**config.mk**
```make
export PLATFORM = sky130hd
export DESIGN_NAME = button_event_ctrl
export DESIGN_NICKNAME = d
export VERILOG_FILES = /design/src/rtl/button_event_ctrl.sv
export SDC_FILE = /design/constraint.sdc
export NUM_CORES = 1
export LEC_CHECK = 0
export CORE_MARGIN = 2
export CORE_UTILIZATION = 28
export DETAILED_ROUTE_END_ITERATION = 6
export PLACE_DENSITY = 0.51
export REMOVE_ABC_BUFFERS = 1
export SLEW_MARGIN = 10
export SYNTH_ARGS = -nofsm -noshare
export SYNTH_HDL_FRONTEND = slang
export SYNTH_SLANG_ARGS = --single-unit
```
**constraint.sdc**
```tcl
create_clock -name clk -period 3.6 [get_ports clk]
set_input_delay 0.72 -clock clk [delete_from_list [all_inputs] [get_ports clk]]
set_output_delay 0.72 -clock clk [all_outputs]
set_load 0.02 [all_outputs]
```
**src/rtl/button_event_ctrl.sv**
```systemverilog
// Multi-channel pushbutton controller: shared tick prescaler, per-channel
// synchronizer/debouncer/event FSM with a one-deep pending slot, and a
// round-robin arbiter feeding a single valid/ready event port.

module button_event_chan #(
   parameter int STABLE_TICKS = 4,
   parameter int LONG_TICKS   = 50,
   parameter int REPEAT_TICKS = 10
) (
   input  logic       clk,
   input  logic       rst_n,
   input  logic       i_tick,
   input  logic       i_btn,
   input  logic       i_grant,
   output logic       o_level,
   output logic       o_full,
   output logic [1:0] o_type,
   output logic       o_drop
);
   localparam int SW = $clog2(STABLE_TICKS + 1);
   localparam int HW = $clog2(LONG_TICKS + 1);
   localparam int RW = $clog2(REPEAT_TICKS + 1);

   localparam logic [1:0] EV_PRESS   = 2'd0;
   localparam logic [1:0] EV_RELEASE = 2'd1;
   localparam logic [1:0] EV_LONG    = 2'd2;
   localparam logic [1:0] EV_REPEAT  = 2'd3;

   typedef enum logic [1:0] {ST_IDLE, ST_DOWN, ST_HELD} state_t;

   logic          r_sync1, r_sync2, r_level, r_level_d;
   logic [SW-1:0] r_stab;
   state_t        r_state;
   logic [HW-1:0] r_hold;
   logic [RW-1:0] r_rep;
   logic          r_full;
   logic [1:0]    r_type;

   logic          w_rise, w_fall, w_fire;
   logic [1:0]    w_ev;

   assign w_rise  = r_level & ~r_level_d;
   assign w_fall  = ~r_level & r_level_d;
   assign o_level = r_level;
   assign o_full  = r_full;
   assign o_type  = r_type;
   // A new event is lost only if the slot stays occupied this cycle.
   assign o_drop  = w_fire & r_full & ~i_grant;

   // Synchronize the raw input and debounce it on sample ticks.
   always_ff @(posedge clk or negedge rst_n) begin
      if (!rst_n) begin
         r_sync1   <= 1'b0;
         r_sync2   <= 1'b0;
         r_level   <= 1'b0;
         r_level_d <= 1'b0;
         r_stab    <= '0;
      end else begin
         r_sync1   <= i_btn;
         r_sync2   <= r_sync1;
         r_level_d <= r_level;
         if (i_tick) begin
            if (r_sync2 != r_level) begin
               if (r_stab == SW'(STABLE_TICKS - 1)) begin
                  r_level <= r_sync2;
                  r_stab  <= '0;
               end else begin
                  r_stab <= r_stab + 1'b1;
               end
            end else begin
               r_stab <= '0;
            end
         end
      end
   end

   // Decode which event (if any) the FSM raises this cycle; a fall beats LONG/REPEAT.
   always_comb begin
      w_fire = 1'b0;
      w_ev   = EV_PRESS;
      case (r_state)
         ST_IDLE: if (w_rise) w_fire = 1'b1;
         ST_DOWN: begin
            if (w_fall) begin
               w_fire = 1'b1;
               w_ev   = EV_RELEASE;
            end else if (i_tick && r_hold == HW'(LONG_TICKS - 1)) begin
               w_fire = 1'b1;
               w_ev   = EV_LONG;
            end
         end
         ST_HELD: begin
            if (w_fall) begin
               w_fire = 1'b1;
               w_ev   = EV_RELEASE;
            end else if (i_tick && r_rep == RW'(REPEAT_TICKS - 1)) begin
               w_fire = 1'b1;
               w_ev   = EV_REPEAT;
            end
         end
         default: ;
      endcase
   end

   // Event FSM with hold/repeat counters and the registered pending slot.
   always_ff @(posedge clk or negedge rst_n) begin
      if (!rst_n) begin
         r_state <= ST_IDLE;
         r_hold  <= '0;
         r_rep   <= '0;
         r_full  <= 1'b0;
         r_type  <= EV_PRESS;
      end else begin
         if (w_fire) begin
            unique case (w_ev)
               EV_PRESS:   begin r_state <= ST_DOWN; r_hold <= '0; end
               EV_RELEASE: r_state <= ST_IDLE;
               EV_LONG:    begin r_state <= ST_HELD; r_rep <= '0; end
               EV_REPEAT:  r_rep <= '0;
            endcase
         end else if (i_tick) begin
            if (r_state == ST_DOWN) r_hold <= r_hold + 1'b1;
            if (r_state == ST_HELD) r_rep  <= r_rep + 1'b1;
         end
         // A grant in the same cycle frees the slot for the incoming event.
         if (w_fire && (!r_full || i_grant)) begin
            r_full <= 1'b1;
            r_type <= w_ev;
         end else if (i_grant) begin
            r_full <= 1'b0;
         end
      end
   end
endmodule

module button_event_ctrl #(
   parameter int N            = 4,
   parameter int TICK_DIV     = 50000,
   parameter int STABLE_TICKS = 4,
   parameter int LONG_TICKS   = 50,
   parameter int REPEAT_TICKS = 10,
   localparam int CW          = (N > 1) ? $clog2(N) : 1
) (
   input  logic          clk,
   input  logic          rst_n,
   input  logic [N-1:0]  btn_in,
   output logic [N-1:0]  level,
   output logic          ev_valid,
   input  logic          ev_ready,
   output logic [CW-1:0] ev_chan,
   output logic [1:0]    ev_type,
   output logic          ev_drop
);
   localparam int TW = $clog2(TICK_DIV);

   logic [TW-1:0]       r_tick_cnt;
   logic                w_tick;
   logic [N-1:0]        w_full, w_grant, w_drop;
   logic [N-1:0][1:0]   w_type;
   logic                w_load, w_found;
   logic [CW-1:0]       w_win;
   logic [CW-1:0]       r_ptr;
   logic                r_valid, r_drop;
   logic [CW-1:0]       r_chan;
   logic [1:0]          r_type;

   assign w_tick   = (r_tick_cnt == TW'(TICK_DIV - 1));
   assign w_load   = ~r_valid | ev_ready;
   assign ev_valid = r_valid;
   assign ev_chan  = r_chan;
   assign ev_type  = r_type;
   assign ev_drop  = r_drop;

   // Free-running sample-tick prescaler.
   always_ff @(posedge clk or negedge rst_n) begin
      if (!rst_n)      r_tick_cnt <= '0;
      else if (w_tick) r_tick_cnt <= '0;
      else             r_tick_cnt <= r_tick_cnt + 1'b1;
   end

   for (genvar g = 0; g < N; g++) begin : g_chan
      button_event_chan #(
         .STABLE_TICKS (STABLE_TICKS),
         .LONG_TICKS   (LONG_TICKS),
         .REPEAT_TICKS (REPEAT_TICKS)
      ) u_chan (
         .clk     (clk),
         .rst_n   (rst_n),
         .i_tick  (w_tick),
         .i_btn   (btn_in[g]),
         .i_grant (w_grant[g]),
         .o_level (level[g]),
         .o_full  (w_full[g]),
         .o_type  (w_type[g]),
         .o_drop  (w_drop[g])
      );
   end

   // Round-robin search for the first full slot at or above the pointer.
   always_comb begin
      int v_idx;
      v_idx   = 0;
      w_found = 1'b0;
      w_win   = '0;
      for (int i = 0; i < N; i++) begin
         v_idx = int'(r_ptr) + i;
         if (v_idx >= N) v_idx = v_idx - N;
         if (!w_found && w_full[CW'(v_idx)]) begin
            w_found = 1'b1;
            w_win   = CW'(v_idx);
         end
      end
   end

   // One-hot grant, only when the output register is free to load.
   always_comb begin
      w_grant = '0;
      if (w_load && w_found) w_grant[w_win] = 1'b1;
   end

   // Output register, RR pointer and the registered drop pulse.
   always_ff @(posedge clk or negedge rst_n) begin
      if (!rst_n) begin
         r_valid <= 1'b0;
         r_chan  <= '0;
         r_type  <= 2'd0;
         r_ptr   <= '0;
         r_drop  <= 1'b0;
      end else begin
         r_drop <= |w_drop;
         if (w_load) begin
            if (w_found) begin
               r_valid <= 1'b1;
               r_chan  <= w_win;
               r_type  <= w_type[w_win];
               r_ptr   <= (w_win == CW'(N - 1)) ? '0 : w_win + 1'b1;
            end else begin
               r_valid <= 1'b0;
            end
         end
      end
   end
endmodule

```
### Word-level counts from Yosys, hierarchy flattened

Cells that the tools add are included.

* equality and inequality tests: 46
* bitwise logic cells: 30
* add/subtract/negate cells: 21
* multiplexer cells: 128
* $lt $le $gt $ge: 10
* reductions and logical operators: 78

Operator list (count)
* $mux W6: 16
* $mux W4: 17
* $mux W2: 26
* $mux W1: 42
* $reduce_and A3 Y1: 12
* $reduce_bool A2 Y1: 16
* $eq A2 B2 Y1 const B: 13
* $add A6 B1 Y6 const B: 4
* $eq A6 B6 Y1 const B: 4
* $mux W3: 8
* $pmux W2 S3: 4
* $logic_and A1 B1 Y1: 17
* $add A16 B1 Y16 const B: 1
* $add A4 B1 Y4 const B: 4
* $and A1 B1 Y1: 16
* $eq A16 B16 Y1 const B: 1
* $eq A2 B1 Y1 const B: 8
* $eq A4 B4 Y1 const B: 4
* $logic_not A2 Y1: 8
* $lt A2 B4 Y1 const B: 4
* $mux W16: 1
* $ne A2 B2 Y1 const B: 8
* $pmux W2 S2: 4
* $not A1 Y1: 13
* other kinds (22): 62

* flip-flop bits (word level): 112
* input bits: 7
* word-level logic and storage cells: 359

### Longest topological paths before layout

Gate-level depths: netlist of run 1.

* depth after elaboration: 23
* depth in mapped cells: 14
* gate-level depth less buffers: 11

### Cells and area by module

From an unflattened synthesis of run 1, not the netlist that was laid out.

* cell total of the unflattened synthesis: 661
* area, all modules: 6620.1 um^2

By module, submodules not included
* button_event_chan: sequential area each 550.5 um^2, times used 4, cells each 132, area an instance 1332.5 um^2
* button_event_ctrl: sequential area each 600.6 um^2, times used 1, cells each 133, area an instance 1290.0 um^2

### Least setup slack after synthesis of run 1

Ideal clock, no wire load.

* path type: flip-flop to flip-flop
* start point: register r_tick_cnt[12]
* end point: register g_chan[2].u_chan.r_hold[1]
* slack: 0.971 ns
* cell stages (with the launch flop): 9
* library setup time: 0.082 ns
* data arrival time: 2.547 ns
* period minus slack after synthesis: 2.629 ns
* required time: 3.518 ns
* cell sequence: dfrtp_1 > or4b_4 > nor4_4 > nand2_1 > or3_1 > ha_1 > nor3_1 > a21oi_1 > o22ai_1

* longest elaborated chain between the ends: 8
* elaborated cells on any way between the ends: 19

RTL lines
* start: declaration: RTL line 156 `logic [TW-1:0] r_tick_cnt;`
* start signal: assignment: RTL line 178 `else r_tick_cnt <= r_tick_cnt + 1'b1;`
* $eq A16 B16 Y1 (*): RTL line 167 `assign w_tick = (r_tick_cnt == TW'(TICK_DIV - 1));`
* $logic_and A1 B1 Y1 (on tied branches): RTL line 96, 87
* $mux W2 (on tied branches): RTL line 96, 87
* $mux W2 (on tied branches): RTL line 93, 84
* $pmux W2 S2: RTL line 81 `case (r_state)`
* $logic_not A2 Y1: RTL line 115 `unique case (w_ev)`
* $ne A2 B2 Y1 (no source line)
* $reduce_and A3 Y1 (no source line)
* end signal: assignment: RTL line 122 `if (r_state == ST_DOWN) r_hold <= r_hold + 1'b1;`
* end: declaration: RTL line 34 `logic [HW-1:0] r_hold;`

Every way passes the cells marked *; elsewhere a longest branch is shown, timed or not.
A chain may end at the register's enable or synchronous reset.

### Worst setup path in the final report of run 1

* start point: register r_tick_cnt[12]
* end point: register g_chan[3].u_chan.r_hold[0]

* longest elaborated chain between the ends: 8
* elaborated cells on any way between the ends: 19

RTL lines (RTL line)
* $eq A16 B16 Y1 (*): 167
* $logic_and A1 B1 Y1 (on tied branches): 96, 87
* $mux W2 (on tied branches): 96, 87
* $mux W2 (on tied branches): 93, 84
* $pmux W2 S2: 81
* $logic_not A2 Y1: 115
* $ne A2 B2 Y1 (no source line)
* $reduce_and A3 Y1 (no source line)
* end signal: assignment: 122
* end: declaration: 34

Marks and branches as above.

==> run metrics, run 1 <==
Worst Path Required 3.90 ns; Hold Path Class flip-flop to flip-flop; status finished clean; cells taking the most area after synthesis dfrtp_1 (44%), ha_1 (10%), nand2_1 (3.6%); # setup viols final 0; worst hold slack 0.3494 ns; clock sinks 112; post-DR wirelength/cell 13.68 µm; Core Region 22430 µm²; f_max 332.2 MHz; power density over the cells 372.4 nW/µm²; Worst slew margin 48.21%; post-synthesis sequential area ratio 44.22%; register bit count reported by yosys 112; DP HPWL 9409 µm; Longest Clk Path Bufs 2; Setup Buffers After CTS 0; H-tree Lvls 3; CTS buffer count 9; crit end category flip-flop; routed vias 4545; DIE HEIGHT 154.5 µm; Yosys Warn Count 0; FILL cells 2307; GR Util All Layers 11.72%; CP Max Fanout 6; Die ar. 23860 µm²; EDFF count, synth 0; post_cts resized 0; syn avg cell area 9.935 µm²; first-pass GRT wire length 22850 µm; Synth Flop Type dfrtp_1; Lkg Pwr 3.363 nW; TNS Setup 0 ns; Worst Skew 0.007477 ns; max-slew violations 0; routability cong. 0.7643; DRT iter0 DRCs 145; Starting Density 28.25%; Worst Path Class, Setup flip-flop to flip-flop; Root Driver clkbuf_16; Distinct cells, synth 68; total routed wirelength 12980 µm; Synth area leader dfrtp_1; Period minus WS final 3.011 ns; Post-Syn Instances 638; vias per inst 4.789; layout cells sized above 1 8.735%; Max VDD drop 0.0002184 V; Routed Antenna Nets 0; crit path launch type flip-flop; area of the multi-input gates 3294 µm²; register area 2803 µm²; initial antenna violation count 0; reg2reg setup slack 0.59 ns; clock slew at reported path FFs 0.07 ns; async set or reset register ratio after synthesis 100.0%; worst path arrival time 3.31 ns; Area Overhead vs Synth 13.23%; max-cap violations 0; Die Span X 154.5 µm; Ant. Diodes 0; Pwr Total 2.672 mW; worst skew pair latency 0.36 ns; largest net degree at the start of global routing 61; Port Buffers 16; RSZ-0062 raised after global routing false; crit share post-route 83.63%; io pins 17; area share of the largest cell type after synthesis 44.22%; Hold-fix buffers, CTS 0; DR pass1 iterations 6; Final #Nets 719; final hold viol count 0; Congestion Overflow GR 0; Slew @ Worst Pin 0.7769 ns; CTS tree done; drt drc 0; number of global-route vias before repair 4563; post-synthesis cell area 6339 µm²; row count 55
sequential cells by signal, summed over array words and instances (netlist names):
register and cells:
g_chan.u_chan.o_full 4, g_chan.u_chan.r_state 8, g_chan.u_chan.r_hold 24, g_chan.u_chan.r_sync1 4
g_chan.u_chan.r_stab 12, r_tick_cnt 16, ev_chan 2, g_chan.u_chan.o_level 4
ev_valid 1, g_chan.u_chan.r_rep 16, r_ptr 2, ev_drop 1
g_chan.u_chan.r_sync2 4, g_chan.u_chan.o_type 8, ev_type 2, g_chan.u_chan.r_level_d 4
cells in the final DEF (no fill, tap or decap), types with 4 or more instances in the layout:
cell / count
inv_1: 39
clkdlybuf4s50_1: 15
a21oi_1: 21
o21ai_0: 31
xnor2_1: 12
and2_1: 5
a21o_1: 16
buf_4: 11
o31ai_1: 5
nand2b_1: 7
a41o_1: 4
xor2_1: 8
a22o_1: 4
or3_1: 11
dfrtp_1: 112
nand4_1: 7
mux2i_1: 10
a21boi_0: 4
and4b_1: 4
nand2_1: 60
nor3_1: 19
nor2_1: 38
nand3_1: 42
and3_1: 11
ha_1: 53
clkbuf_16: 9
o21a_1: 5
nor2b_1: 12
mux2_2: 14
nand3b_1: 4
worst paths after layout:
kind                                                     from                                endpoint  depth (start not counted)
setup / recovery                     r_tick_cnt[12]$_DFF_PN0_  g_chan[3].u_chan.r_hold[0]$_DFFE_PN0P_                          8
hold / removal             g_chan[1].u_chan.r_sync1$_DFF_PN0_      g_chan[1].u_chan.r_sync2$_DFF_PN0_                          0
setup reg to reg                     r_tick_cnt[12]$_DFF_PN0_  g_chan[3].u_chan.r_hold[0]$_DFFE_PN0P_                          8
hold reg to reg            g_chan[1].u_chan.r_sync1$_DFF_PN0_      g_chan[1].u_chan.r_sync2$_DFF_PN0_                          0
max in group asynchronous                               rst_n  g_chan[0].u_chan.r_stab[1]$_DFFE_PN0N_                          2
min in group asynchronous                               rst_n     g_chan[2].u_chan.o_full$_DFFE_PN0P_                          1
cells in the mapped netlist (all sizes together) (3+ instances only):
| master | n |
|---|---|
| a211o | 3 |
| a21boi | 4 |
| a21o | 16 |
| a21oi | 21 |
| a22o | 4 |
| a31oi | 3 |
| a41o | 4 |
| a41oi | 3 |
| and2 | 6 |
| and3 | 12 |
| and4b | 4 |
| buf | 11 |
| clkbuf | 6 |
| dfrtp | 112 |
| ha | 53 |
| inv | 39 |
| mux2 | 16 |
| mux2i | 10 |
| nand2 | 60 |
| nand2b | 7 |
| nand3 | 43 |
| nand3b | 4 |
| nand4 | 7 |
| nand4b | 3 |
| nor2 | 41 |
| nor2b | 12 |
| nor3 | 20 |
| nor4 | 6 |
| o21a | 5 |
| o21ai | 31 |
| o22ai | 3 |
| o31ai | 5 |
| or2 | 4 |
| or3 | 12 |
| xnor2 | 12 |
| xor2 | 8 |
worst max-delay path: stages (launching register included):
cell and delay [ns]:
dfrtp_1 0.43, or4b_4 0.59, nor4_4 0.41, nand2_1 0.11, or3_4 0.40, ha_1 0.18
nor3_1 0.54, a21o_1 0.17, a21o_1 0.11
where the power goes:
| group | switching [mW] | leakage, nW | total [mW] | internal, mW |
|---|---|---|---|---|
| clock network | 0.454 | 0.154 | 1.08 | 0.630 |
| registers | 0.0328 | 1.52 | 1.33 | 1.29 |
| logic | 0.158 | 1.68 | 0.262 | 0.104 |
| total | 0.644 | 3.36 | 2.67 | 2.03 |
cell type report:
type | instances | share of cell area, %
multi-input combinational | 469 | 45.90
clock inverter | 3 | 0.9066
clock buffer | 13 | 3.487
inverter | 40 | 2.162
sequential | 112 | 39.05
timing repair buffer | 27 | 3.522
tap | 285 | 4.969
metrics by stage:
| step | utilization [%] | cells | cell area, µm² | setup WS [ns] |
|---|---|---|---|---|
| 6_report | 31.99 | 949 | 7177 | 0.5895 |
| 4_1_cts | 31.99 | 949 | 7177 | 0.5482 |
| 2_1_floorplan | - | 621 | 6252 | 0.7784 |
| 3_5_place_dp | 30.59 | 933 | 6862 | 0.5709 |
| 5_1_grt | 31.99 | 949 | 7177 | 0.2311 |
| 3_3_place_gp | 30.59 | 933 | 6862 | 0.6262 |
logic make-up after synthesis:
family / count (synthesis) / synth area share, %
AND/OR/NAND/NOR: 255 / 22.07
XOR/XNOR: 20 / 2.764
multiplexers: 26 / 4.422
buffers and inverters: 57 / 3.810
flip-flops: 112 / 44.22
AO/OA/AOI/OAI: 115 / 12.26
adder cells (fa/ha/maj): 53 / 10.46
per-layer routing:
| metal | GRT usage (%) | wire length, µm | vias to the layer above |
|---|---|---|---|
| met1 | 15.78 | 6688 | 2205 |
| li1 | - | - | 2301 |
| met2 | 19.03 | 5894 | 30 |
| met3 | 2.466 | 258 | 9 |
| met4 | 3.439 | 138 | 0 |
| met5 | 0 | 0 | - |
No activity file was read; power rests on OpenSTA's default activity.
==> inputs of run 2 (changes only) <==
--- a/config.mk
+++ b/config.mk
@@ -8,7 +8,7 @@
 export CORE_MARGIN = 2
 export CORE_UTILIZATION = 28
 export DETAILED_ROUTE_END_ITERATION = 6
-export PLACE_DENSITY = 0.51
+export PLACE_DENSITY = 0.53
 export REMOVE_ABC_BUFFERS = 1
 export SLEW_MARGIN = 10
 export SYNTH_ARGS = -nofsm -noshare
==> constraint.sdc (replaced) <==
create_clock -name clk -period 2.6 [get_ports clk]
set_input_delay 0.52 -clock clk [delete_from_list [all_inputs] [get_ports clk]]
set_output_delay 0.52 -clock clk [all_outputs]
set_load 0.02 [all_outputs]
==> run 2 against run 1 <==
  * Worst hold slack worse by 0.16 ns
  * Clock-buffer cell count is 4 lower
  * Die area stayed put
  * Highest routed layer unchanged
  * Combinational power is 50% higher
  * Largest cell class unchanged
  * Sequential power is 38% higher
  * Via count is 3.4% higher
  * Core utilization is 1.7 points higher
  * Sequential cell count stayed put
  * Worst setup slack worse by 0.48 ns
  * Cell count is 4.5% higher
  * Critical endpoint is now g_chan[2].u_chan.r_hold[3]$_DFFE_PN0P_
  * Routed wire length is 0.93% higher
  * Register-to-register slack worse by 0.48 ns
==> run metrics, run 2 (same netlist as run 1, synthesis figures left out) <==
status finished clean; worst path arrival time 2.73 ns (-0.58 ns); routed vias 4698 (+3.4%); Switching Fraction 24.60% (+0.49 points); most frequent CP cell buf_4; H-tree Lvls 3 (unchanged); DP Area 7169 µm² (+4.5%); number of global-route vias before repair 4578 (+0.33%); Pwr Total 3.706 mW (+39%); TNS Setup 0 ns (unchanged); Routed Antenna Nets 0 (unchanged); worst skew pair latency 0.36 ns (about the same); largest net degree at the start of global routing 50 (-18%); Worst Skew 0.01269 ns (+0.005216 ns); Area Overhead vs Synth 19.40%; Largest Register g_chan.u_chan.r_hold; Core Region 22430 µm² (unchanged); initial antenna violation count 0 (unchanged); Starting Density 28.25% (unchanged); final hold viol count 0 (unchanged); Largest register FFs 24 (unchanged); max-slew violations 0 (unchanged); Root Driver clkbuf_16; Die ar. 23860 µm² (unchanged); RSZ-0062 raised after global routing true; CP cell instances or4b_4 > buf_4 > nor4_4 > buf_6 > a31oi_1 > or2_1 > buf_4 > a221o_1; Buf+Inv Stages, Crit Path 3 (+3); layout cells sized above 1 16.83% (+8.1 points); Seq pwr share 49.6% (about the same); Hold Path Class input port to asynchronous set/reset pin; power density over the cells 489.7 nW/µm² (+32%); row count 55 (unchanged); Ant. Diodes 0 (unchanged); total routed wirelength 13100 µm (+0.93%); CTS tree done; worst hold slack 0.1904 ns (-0.1590 ns); DR pass1 iterations 5 (-1); routability cong. 0.7580 (-0.82%); clock sinks 112 (unchanged); CP Max Fanout 9 (+3); Congestion Overflow GR 0 (unchanged); Comb pwr share 10.6% (+0.8 points); Worst slew margin 55.25% (+7.0 points); DIE HEIGHT 154.5 µm (unchanged); final cell count without fillers 992 (+4.5%); Die Span X 154.5 µm (unchanged); Top Registers g_chan.u_chan.r_hold: 24 flops, g_chan.u_chan.r_rep: 16 flops, r_tick_cnt: 16 flops; most frequent cells in the layout dfrtp_1 (112), nand2_1 (60), buf_4 (53), ha_1 (50), nand3_1 (41); vias per inst 4.736 (-1.1%); crit end category flip-flop; Max VDD drop 0.0002547 V (+17%); placed insts 974 (+4.4%); f_max 401.6 MHz (+21%); switching power total 0.9117 mW (+42%); CP delay by family, top simple AND/OR/NAND/NOR gates; Crit-path slowest cell or4b_4; Worst Path Class, Setup flip-flop to flip-flop; Worst Path Required 2.84 ns (-1.06 ns); Int Power 2.794 mW (+38%); # setup viols final 0 (unchanged); Max stage delay on crit path 0.56 ns (-0.03 ns); GR Util All Layers 11.56% (-0.16 points); Hold-fix buffers, CTS 0 (unchanged); worst setup margin 0.1100 ns (-0.4794 ns); Longest Clk Path Bufs 2 (unchanged); post-DR wirelength/cell 13.21 µm (-3.4%); DP HPWL 9691 µm (+3.0%); Final #Nets 763 (+6.1%); max-cap violations 0 (unchanged); drt drc 0 (unchanged); clock share of power 39.8% (-0.7 points); first-pass GRT wire length 22690 µm (-0.72%); cell area after layout 7569 µm² (+5.5%); clock slew at reported path FFs 0.08 ns (about the same); io pins 17 (unchanged); Slew @ Worst Pin 0.6712 ns (-0.1057 ns); Port Buffers 16 (unchanged); Period minus WS final 2.490 ns (-0.5206 ns); crit share post-route 95.77% (+12 points); CTS buffer count 9 (unchanged); most common cell after layout, fill and taps aside dfrtp_1; Lkg Pwr 3.589 nW (+6.7%); crit path launch type flip-flop; DRT iter0 DRCs 141 (-2.8%); worst slack, placed 0.04039 ns (-0.5305 ns); Final Util 33.74% (+1.7 points)
==> run 2: changes by cell type in the layout (fill, tap and decap cells not counted), moves of 2 or more <==
cell,delta
buf_4,+42
nor3_1,-4
nor3_2,+4
clkbuf_1,-3
ha_1,-3
ha_2,+3
buf_6,+2
clkinvlp_4,+2
nor2_1,-2
nor2_2,+2
==> run 2: power groups by stage <==
stage	combinational (mW)	sequential, mW	clock [mW]
floorplan	0.202	1.88	0
global placement	0.399	1.87	0
detailed placement	0.399	1.87	0
CTS	0.400	1.84	1.54
global route	0.445	1.85	1.60
finish	0.392	1.84	1.48
==> run 2: worst register-to-register path, stage by stage, from the launching register on <==
cell and delay (ns):
dfrtp_1 0.39, or4b_4 0.56, buf_4 0.16, nor4_4 0.17
buf_6 0.19, a31oi_1 0.11, or2_1 0.30, buf_4 0.19
a221o_1 0.31
==> run 2: repair_timing <==
item,in CTS,in global routing
endpoints found under the hold margin,0,0
buffers inserted,0,3
setup endpoints to repair,0,38
resized for setup,0,18
==> run 2: worst paths after layout <==
path                                                          from                                     end  cells after the start  slack, ns
worst max-delay path                      r_tick_cnt[12]$_DFF_PN0_  g_chan[2].u_chan.r_hold[3]$_DFFE_PN0P_                      8       0.11
worst min-delay path                                         rst_n   g_chan[2].u_chan.r_rep[3]$_DFFE_PN0P_                      1       0.19
worst max register to register            r_tick_cnt[12]$_DFF_PN0_  g_chan[2].u_chan.r_hold[3]$_DFFE_PN0P_                      8       0.11
worst min register to register  g_chan[1].u_chan.r_sync1$_DFF_PN0_      g_chan[1].u_chan.r_sync2$_DFF_PN0_                      0       0.35
max in group asynchronous                                    rst_n  g_chan[3].u_chan.r_hold[1]$_DFFE_PN0P_                      2       1.72
min in group clk                g_chan[1].u_chan.r_sync1$_DFF_PN0_      g_chan[1].u_chan.r_sync2$_DFF_PN0_                      0       0.35
==> run 2: layer usage <==
layer  routed length, µm  part of all wire (%)  track usage (%)  vias up
li1                    -                     -                -     2382
met1                6667                    51            15.91     2255
met2                5864                    45            18.39       48
met3                 418                   3.2            2.606       13
met4                 148                   1.1            3.042        0
met5                   0                     0                0        -
==> run 2: final cells by class <==
| class | count | area [µm²] |
|---|---|---|
| Sequential cell | 112 | 2803 |
| Multi-Input combinational cell | 469 | 3353 |
| Clock buffer | 9 | 225.2 |
| Fill cell | 2324 | 14870 |
| Timing Repair Buffer | 71 | 590.6 |
| Tap cell | 285 | 356.6 |
| Clock inverter | 6 | 85.08 |
| Inverter | 40 | 155.1 |
==> inputs of run 3 (changes only) <==
--- a/config.mk
+++ b/config.mk
@@ -5,9 +5,11 @@
 export SDC_FILE = /design/constraint.sdc
 export NUM_CORES = 1
 export LEC_CHECK = 0
+export ABC_AREA = 1
 export CORE_MARGIN = 2
 export CORE_UTILIZATION = 28
 export DETAILED_ROUTE_END_ITERATION = 6
+export GPL_TIMING_DRIVEN = 0
 export PLACE_DENSITY = 0.53
 export REMOVE_ABC_BUFFERS = 1
 export SLEW_MARGIN = 10
==> run 3 against run 2 <==
  * Sequential power about the same
  * Die area increased by 5.9%
  * Total power increased by 22%
  * Worst setup slack improved by 0.086 ns
  * Critical path type unchanged
  * Highest routed layer unchanged
==> run metrics, run 3 <==
status finished clean; Synth area leader dfrtp_1; Max VDD drop 0.0004503 V (+77%); Critical Path Stages 16 (+8); Yosys Warn Count 0 (unchanged); Starting Density 28.56% (+0.31 points); register bit count reported by yosys 112 (unchanged); largest net degree at the start of global routing 84 (+68%); reg2reg setup slack 0.20 ns (+0.09 ns); area of the multi-input gates 3517 µm² (+4.9%); max-cap violations 0 (unchanged); DP HPWL 9888 µm (+2.0%); FILL cells 2531 (+8.9%); worst path arrival time 2.71 ns (-0.02 ns); Hold-fix buffers, CTS 0 (unchanged); Largest register FFs 24 (unchanged); routability cong. 0.7852 (+3.6%); Crit-path slowest cell dfrtp_1; Lkg Pwr 3.836 nW (+6.9%); crit end category flip-flop; post-synthesis cell area 6724 µm² (+6.1%); Core Region 23540 µm² (+4.9%); Synth Flop Type dfrtp_1; launch point of the worst path r_tick_cnt[0]$_DFF_PN0_; RSZ-0062 raised after global routing false; Area Overhead vs Synth 14.87%; cell area after layout 7724 µm² (+2.0%); worst slack, placed -0.5580 ns (-0.5984 ns); post-synthesis sequential area ratio 41.68% (-2.5 points); Routed Antenna Nets 0 (unchanged); first-pass GRT wire length 24520 µm (+8.1%); GR Util All Layers 11.64% (+0.088 points); io pins 17 (unchanged); post-DR wirelength/cell 11.81 µm (-11%); DRT iter0 DRCs 252 (+79%); most common cell after layout, fill and taps aside nand2_1; worst setup margin 0.1961 ns (+0.08602 ns); CP cell instances ha_4 > nand3_4 > nor2_4 > nand2_8 > clkinv_16 > nand2_1 > or2_1 > nand2_1 > and3_4 > inv_1 > ha_1 > nor2_1 > nand3_2 > nand2_2 > nand2_1 > nand2_1; DR pass1 iterations 5 (unchanged); final cell count without fillers 1203 (+21%); routed vias 5286 (+13%); Max stage delay on crit path 0.40 ns (-0.16 ns); Longest Clk Path Bufs 2 (unchanged); r2r worst-path depth 16 (+8); crit share post-route 92.46% (-3.3 points); Final Util 32.81% (-0.93 points); final hold viol count 0 (unchanged); layout cells sized above 1 9.955% (-6.9 points); max-slew violations 0 (unchanged); worst reg2reg endpoint g_chan[2].u_chan.r_rep[0]$_DFFE_PN0P_; CTS buffer count 9 (unchanged); register area 2805 µm² (about the same); Worst Skew 0.01718 ns (+0.004486 ns); Worst Path Required 2.90 ns (+0.06 ns); power density over the cells 583.2 nW/µm² (+19%); placed insts 1175 (+21%); Hold Path Class input port to asynchronous set/reset pin; drt drc 0 (unchanged); clock sinks 112 (unchanged); f_max 416.0 MHz (+3.6%); Die Span X 159.0 µm (+2.9%); crit path to g_chan[2].u_chan.r_rep[0]$_DFFE_PN0P_; number of global-route vias before repair 5150 (+12%); Buf+Inv Stages, Crit Path 2 (-1); Largest Register g_chan.u_chan.r_hold; syn avg cell area 7.892 µm² (-21%); Slew @ Worst Pin 0.4334 ns (-0.2378 ns); row count 56 (+1.8%); initial antenna violation count 0 (unchanged); Distinct cells, synth 37 (-46%); Period minus WS final 2.404 ns (-0.08602 ns); CTS tree done; Root Driver clkbuf_16; worst r2r src r_tick_cnt[0]$_DFF_PN0_; cells taking the most area after synthesis dfrtp_1 (42%), nand2_1 (13%), ha_1 (9.9%); worst skew pair latency 0.37 ns (about the same); count leader, synth nand2_1; Post-Syn Instances 852 (+34%); Ant. Diodes 0 (unchanged); CP Max Fanout 12 (+3); # setup viols final 0 (unchanged); CP delay by family, top simple AND/OR/NAND/NOR gates; most frequent cells in the layout nand2_1 (234), dfrtp_1 (110), inv_1 (98), nand3_1 (74), nor2_1 (73); clock slew at reported path FFs 0.08 ns (about the same); DIE HEIGHT 159.0 µm (+2.9%); total routed wirelength 14210 µm (+8.4%); most frequent CP cell nand2_1; DP Area 7224 µm² (+0.77%); area share of the largest cell type after synthesis 41.68% (-2.5 points); H-tree Lvls 3 (unchanged); Port Buffers 16 (unchanged); vias per inst 4.394 (-7.2%); most instantiated cells after synthesis nand2_1 (239), dfrtp_1 (112), inv_1 (100); EDFF count, synth 0 (unchanged); Top Registers g_chan.u_chan.r_hold: 24 flops, g_chan.u_chan.r_rep: 16 flops, r_tick_cnt: 16 flops; Congestion Overflow GR 0 (unchanged); crit path launch type flip-flop; Final #Nets 939 (+23%); async set or reset register ratio after synthesis 100.0% (unchanged); Worst slew margin 71.11% (+16 points); Die ar. 25270 µm² (+5.9%); Worst Path Class, Setup flip-flop to flip-flop
[run 3: cell types whose count changed after synthesis, moves of 14 or more]
cell and delta:
mux2_2 -14, nor3_1 -15, nand4_1 +16, nand3_1 +36
a21o_1 -16, inv_1 +61, nand2_1 +179, nor2_1 +37
[run 3: cells by family (layout without fill, tap and decap cells)]
kind of cell,count (synthesis),in the layout,synth area share [%]
buffers and inverters,122,153,7.443
AO/OA/AOI/OAI,67,67,5.583
adder cells (fa/ha/maj),53,53,9.862
flip-flops,112,112,41.68
XOR/XNOR,32,32,4.168
AND/OR/NAND/NOR,466,467,31.26
[run 3: routing by layer]
metal / vias up / track usage, % / share of wire, %
met5: - / 0 / 0
met4: 0 / 2.975 / 1.4
met3: 13 / 2.813 / 2.8
met2: 47 / 19.08 / 47
met1: 2465 / 15.50 / 49
li1: 2761 / - / -
[run 3: worst reg2reg max path, cell delays in order, from the launching register on]
cell	delay, ns
dfrtp_1	0.40
ha_4	0.17
nand3_4	0.09
nor2_4	0.19
nand2_8	0.14
clkinv_16	0.11
nand2_1	0.08
or2_1	0.23
nand2_1	0.06
and3_4	0.18
inv_1	0.06
ha_1	0.19
nor2_1	0.12
nand3_2	0.11
nand2_2	0.12
nand2_1	0.06
nand2_1	0.06
[run 3: final cells by class]
type                       instances  area share (%)
clock inverter                     5          0.7290
multi-input combinational        619           45.54
timing repair inverter             1          0.1458
clock buffer                      11           3.013
sequential                       112           36.32
timing repair buffer              27           3.386
inverter                         109           5.702
tap                              319           5.168
[run 3: how the worst min path moves through the flow]
stage,from,cells after the start,slack [ns],endpoint
global placement,g_chan[0].u_chan.r_sync1$_DFF_PN0_,0,0.34,g_chan[0].u_chan.r_sync2$_DFF_PN0_
finish,rst_n,1,0.03,g_chan[0].u_chan.r_state[1]$_DFFE_PN0P_
CTS,rst_n,1,0.03,g_chan[0].u_chan.r_hold[3]$_DFFE_PN0P_
detailed placement,g_chan[1].u_chan.r_sync1$_DFF_PN0_,0,0.34,g_chan[1].u_chan.r_sync2$_DFF_PN0_
floorplan,rst_n,0,0.22,ev_chan[0]$_DFFE_PN0P_
global route,rst_n,1,0.05,g_chan[0].u_chan.r_state[1]$_DFFE_PN0P_
[run 3: metrics by stage]
stage	setup TNS, ns	hold WS, ns	power (mW)
after floorplan	0	0.2244	2.755
after global placement	-424.08	0.3352	3.059
after detailed placement	-6.034	0.3364	3.088
after CTS	0	0.03455	4.541
after global routing	0	0.04565	4.837
final	0	0.03164	4.504
[run 3: what timing repair did]
action,CTS,global route
buffers inserted,5,5
pin swaps,3,6
cloned,1,1
gates resized for setup,5,22
setup endpoints to repair,22,37
[run 3: power by group]
part	internal [mW]	switching, mW	leakage [nW]
Combinational	0.399	0.833	2.18
Clock	0.750	0.658	0.140
Sequential	1.81	0.0539	1.52
Total	2.96	1.54	3.84
